===== config.mk =====
export PLATFORM = sky130hd
export DESIGN_NAME = serial_rx_fifo
export DESIGN_NICKNAME = d
export VERILOG_FILES = /design/src/rtl/serial_rx_fifo.sv
export SDC_FILE = /design/constraint.sdc
export NUM_CORES = 1
export LEC_CHECK = 0
export BUFFER_PORTS_ARGS = -buffer_cell sky130_fd_sc_hd__buf_4
export CAP_MARGIN = 20
export CORE_ASPECT_RATIO = 2
export CORE_MARGIN = 2
export CORE_UTILIZATION = 58
export DETAILED_ROUTE_END_ITERATION = 16
export PLACE_DENSITY = 0.81
export SYNTH_ARGS = -nofsm -noshare
export SYNTH_HDL_FRONTEND = slang
export SYNTH_SLANG_ARGS = --single-unit

===== constraint.sdc =====
create_clock -name clk -period 2.4 [get_ports clk]
set_input_delay 0.12 -clock clk [delete_from_list [all_inputs] [get_ports clk]]
set_output_delay 0.12 -clock clk [all_outputs]
set_load 0.05 [all_outputs]

===== src/rtl/serial_rx_fifo.sv =====
// serial_rx_fifo: serial-frame receiver with an output word queue.
// Deserialises one bit per clock. Frames are a start bit (0), DATA_W data
// bits LSB first, an optional odd-parity bit and a stop bit (1). Good words
// are pushed into a FIFO_DEPTH-deep queue that is drained over valid/ready.
// Build option: define PARITY_RX_EN to add the parity bit and its check.
module serial_rx_fifo #(
  parameter int DATA_W     = 8,
  parameter int FIFO_DEPTH = 4
) (
  input  logic                          clk,
  input  logic                          rst,
  input  logic                          in,
  output logic [DATA_W-1:0]             out_data,
  output logic                          out_valid,
  input  logic                          out_ready,
  output logic                          done,
  output logic                          frame_err,
  output logic                          parity_err,
  output logic                          overrun,
  output logic [$clog2(FIFO_DEPTH):0]   fifo_count
);

  localparam int AW = $clog2(FIFO_DEPTH);
  localparam int CW = AW + 1;
  localparam int BW = $clog2(DATA_W + 1);
  localparam logic [BW-1:0] LAST_BIT = BW'(DATA_W - 1);
  localparam logic [CW-1:0] FULL_CNT = CW'(FIFO_DEPTH);

  typedef enum logic [2:0] {
    IDLE,
    DATA,
`ifdef PARITY_RX_EN
    PARITY,
`endif
    STOP,
    RESYNC
  } state_t;

  state_t              state;
  logic [BW-1:0]       bit_cnt;
  logic [DATA_W-1:0]   shift_reg;
  logic                parity_ok;

  logic [DATA_W-1:0]   mem [FIFO_DEPTH];
  logic [AW-1:0]       wr_ptr;
  logic [AW-1:0]       rd_ptr;
  logic [CW-1:0]       count;

  logic                stop_ok;
  logic                word_good;
  logic                full;
  logic                pop;
  logic                push;
  logic                drop;

`ifdef PARITY_RX_EN
  logic                par_bit;
  // Odd parity: data bits plus parity bit must XOR to 1.
  assign parity_ok = ^{shift_reg, par_bit};
`else
  assign parity_ok = 1'b1;
  assign parity_err = 1'b0;
`endif

  // A full FIFO still accepts a push when the head is popped on the same edge.
  assign stop_ok   = (state == STOP) && in;
  assign word_good = stop_ok && parity_ok;
  assign full      = (count == FULL_CNT);
  assign pop       = out_valid && out_ready;
  assign push      = word_good && (!full || pop);
  assign drop      = word_good && full && !pop;

  assign out_valid  = (count != '0);
  assign fifo_count = count;
  // Gated so out_data reads 0 while empty, including straight after reset.
  assign out_data   = out_valid ? mem[rd_ptr] : '0;

  // Frame FSM with registered status pulses.
  always_ff @(posedge clk or posedge rst) begin
    if (rst) begin
      state     <= IDLE;
      bit_cnt   <= '0;
      shift_reg <= '0;
      done      <= 1'b0;
      frame_err <= 1'b0;
      overrun   <= 1'b0;
`ifdef PARITY_RX_EN
      par_bit    <= 1'b0;
      parity_err <= 1'b0;
`endif
    end else begin
      done      <= push;
      overrun   <= drop;
      frame_err <= (state == STOP) && !in;
`ifdef PARITY_RX_EN
      parity_err <= stop_ok && !parity_ok;
`endif
      case (state)
        IDLE: begin
          bit_cnt <= '0;
          if (!in) state <= DATA;
        end
        DATA: begin
          shift_reg <= {in, shift_reg[DATA_W-1:1]};
          bit_cnt   <= bit_cnt + BW'(1);
          if (bit_cnt == LAST_BIT) begin
`ifdef PARITY_RX_EN
            state <= PARITY;
`else
            state <= STOP;
`endif
          end
        end
`ifdef PARITY_RX_EN
        PARITY: begin
          par_bit <= in;
          state   <= STOP;
        end
`endif
        STOP: begin
          state <= in ? IDLE : RESYNC;
        end
        RESYNC: begin
          if (in) state <= IDLE;
        end
        default: state <= IDLE;
      endcase
    end
  end

  // FIFO pointers and occupancy; pointers wrap naturally at FIFO_DEPTH.
  always_ff @(posedge clk or posedge rst) begin
    if (rst) begin
      wr_ptr <= '0;
      rd_ptr <= '0;
      count  <= '0;
    end else begin
      if (push) wr_ptr <= wr_ptr + AW'(1);
      if (pop)  rd_ptr <= rd_ptr + AW'(1);
      case ({push, pop})
        2'b10:   count <= count + CW'(1);
        2'b01:   count <= count - CW'(1);
        default: count <= count;
      endcase
    end
  end

  // Word storage; contents need no reset because out_data is gated by count.
  always_ff @(posedge clk) begin
    if (push) mem[wr_ptr] <= shift_reg;
  end

endmodule


==> metrics <==
dominant synthesized flop cell sky130_fd_sc_hd__edfxtp_1; Post-Syn Nets 177; sequential area share after synthesis 65.4%; final critical-path required period 2.02 ns; type of the setup path with the least slack reg -> out; setup fix buffers added after clock tree synthesis 0; data required time at the worst endpoint 2.28 ns; Worst Skew around 0.0076 ns; failing checks hold timing; post-synth top area cell sky130_fd_sc_hd__edfxtp_1; post-detailed-route count of antenna-violating nets 0; Synth area leaders sky130_fd_sc_hd__edfxtp_1 40%, sky130_fd_sc_hd__dfrtp_1 25%, sky130_fd_sc_hd__mux4_2 7.5%; drt first-iter violations 28; number of flip-flops in the largest register 32; DP Wirelength ~2600 um; Placement Setup Slack 0.617 ns; nets@finish 197; clock buffers created by TritonCTS 5; clock root buffer master sky130_fd_sc_hd__clkbuf_8; Detailed Routing Iterations Pass 1 4; Max Cap Violations 0; global-route wire length before repair 6180 um; number of cells on the worst reg-to-reg path 7; endpoints failing setup 0; average size of a mapped cell 14.3 sq um; total negative slack for setup checks 0 ns; outcome finished, violations left; H-Tree Depth 2; total placed instance area about 0.0026 sq mm; sum of buffers and inverters on the critical path 1; Post-synth ARST share 42.9%; fraction of the cycle the final worst path needs 84.3%; Final Util 66.4%; synthesized instance count between 150 and 200; family with the most delay on the worst path flip-flops; total overflow reported by the global router 0; Top Ports 20; VDD IR max 0.753 mV; Core Box Area 0.00401 sq mm; wire length reported by the detailed router 3590 um; num rows 33; pin count of the biggest net entering global routing 25; Antenna diodes 0; slew margin rel. ~40%; largest incremental delay on the critical path 0.70 ns; number of antenna violations at the first check in global routing 0; Overall Global Routing Usage 18.4%; CTS clock-pin slew for the worst setup and hold paths 0.10 ns; Register-to-Register Setup Slack roughly 0.60 ns; worst min path class in -> async; horizontal die dimension 49.4 um; layout cells sized above 1 23.4%; port buffer count 18; number of enable flip-flop cells after synthesis 32; Final WS setup 0.376 ns; vias per cell 5.29; endpoint kind of the worst setup timing path primary output; most instantiated library cell after synthesis sky130_fd_sc_hd__edfxtp_1; Synth warnings 0; weighted congestion at the end of routability-driven global placement between 0.7 and 0.8; total power divided by cell area roughly 1300 mW/mm^2; Pleak roughly 1.1 nW; CP Depth 3; final-layout worst hold slack -0.00163 ns; buffer depth of the longest clock path 2; count of endpoints failing hold in the final timing report 7; vias in the first global route 1,330; worst skew pair latency around 0.31 ns; post-route cell area between 0.002 and 0.003 sq mm; achievable frequency 494 MHz; starting density of the core 59.6%; max-slew violation count 0; cell chain of the critical path mux4_2 -> nor2b_1 -> buf_4; count of distinct cell types in the synthesized netlist 35; cell area after synthesis about 0.0024 sq mm; Die Ht 94.7 um; sort of element at the start of the critical path register; Arr. time, crit path ~1.9 ns; total of flip-flops plus latches after synthesis 56; number of buffers inserted by hold repair at cts 1; synthesis-to-layout area growth 11.3%; measured slew at the worst slew-check pin about 0.90 ns; WL per Instance 14.9 um; CTS tree done; Total Die Area roughly 0.0047 sq mm; share of the synthesized area in the top cell type 40.3%; setup repair after global routing missed its margin no; slowest cell on the critical path sky130_fd_sc_hd__dfrtp_1; Resized cells post-CTS 0; number of vias in the routed layout approximately 1,300; total clock sinks between 50 and 60; CP Max Fanout 10; drt drc 0; ranking of synthesized cells by instance count 32 x sky130_fd_sc_hd__edfxtp_1, 31 x sky130_fd_sc_hd__nand2_1, 24 x sky130_fd_sc_hd__dfrtp_1, 10 x sky130_fd_sc_hd__nor2b_1, 9 x sky130_fd_sc_hd__inv_1
-- kinds of logic (layout without fill, tap and decap cells) --
family,after synthesis,after routing,share of synthesized area [%]
flip-flops,56,56,65.4
multiplexers,8,8,7.55
other,1,1,0.157
AND/OR/NAND/NOR,57,57,13.0
AO/OA/AOI/OAI,17,17,4.82
XOR/XNOR,6,6,2.52
buffers and inverters,16,37,3.09
adder cells (fa/ha/maj),6,6,3.46
-- final cells by class --
cell class / instances / area, sq um
Sequential cell: 56 / 1560
Fill cell: 308 / 1350
Multi-Input combinational cell: 95 / 752
Timing Repair Buffer: 20 / 153
Clock buffer: 5 / 68.8
Tap cell: 52 / 65.1
Inverter: 9 / 33.8
Clock inverter: 3 / 23.8
-- worst register-to-register path, cell delays in order, from the launching register on --
cell                       delay [ns]
sky130_fd_sc_hd__dfrtp_1         0.48
sky130_fd_sc_hd__o31a_1          0.27
sky130_fd_sc_hd__nand2_1         0.11
sky130_fd_sc_hd__fa_1            0.37
sky130_fd_sc_hd__inv_1           0.08
sky130_fd_sc_hd__nand3b_1        0.08
sky130_fd_sc_hd__o22ai_1         0.16
sky130_fd_sc_hd__xor2_1          0.18
-- layer usage --
layer	share of wire, %	global-route usage (%)	wire length [um]	vias to the layer above
met5	0	0	0	-
met4	2.3	9.76	81	0
met3	3.4	4.27	121	9
met2	54	31.1	1950	19
met1	40	21.5	1440	620
li1	-	-	-	621
-- cell usage in the layout, fill, tap and decap left out, types with 4 or more instances in the layout --
cell	n
sky130_fd_sc_hd__edfxtp_1	32
sky130_fd_sc_hd__nand2_1	31
sky130_fd_sc_hd__dfrtp_1	24
sky130_fd_sc_hd__buf_4	19
sky130_fd_sc_hd__nor2b_1	10
sky130_fd_sc_hd__inv_1	9
sky130_fd_sc_hd__mux4_2	8
sky130_fd_sc_hd__ha_1	5
sky130_fd_sc_hd__clkbuf_8	5
sky130_fd_sc_hd__o21ai_0	4
sky130_fd_sc_hd__and2_4	4
-- power breakdown --
part	switching, W	internal [W]	total [W]
Sequential	0.000291	0.00128	0.00157
Clock	0.000294	0.000207	0.000501
Combinational	0.000868	0.000565	0.00143
Total	0.00145	0.00205	0.00350
-- path summary, 6_finish.rpt --
kind | start | end
max | rd_ptr[0]$_DFFE_PP0P_ | out_data[5]
min | rst | frame_err$_DFF_PP0_
max reg2reg | fifo_count[1]$_DFFE_PP0P_ | fifo_count[2]$_DFFE_PP0P_
min reg2reg | bit_cnt[3]$_DFFE_PP0P_ | bit_cnt[3]$_DFFE_PP0P_
max in group asynchronous | rst | done$_DFF_PP0_
min in group clk | out_ready | overrun$_DFF_PP0_
-- metrics by stage --
stage,total power (W),std cells
after floorplan,0.00264,167
after global placement,0.00297,231
after detailed placement,0.00304,231
after CTS,0.00355,240
after global routing,0.00372,240
final,0.00350,240
No activity file was read; power rests on OpenSTA's default activity.
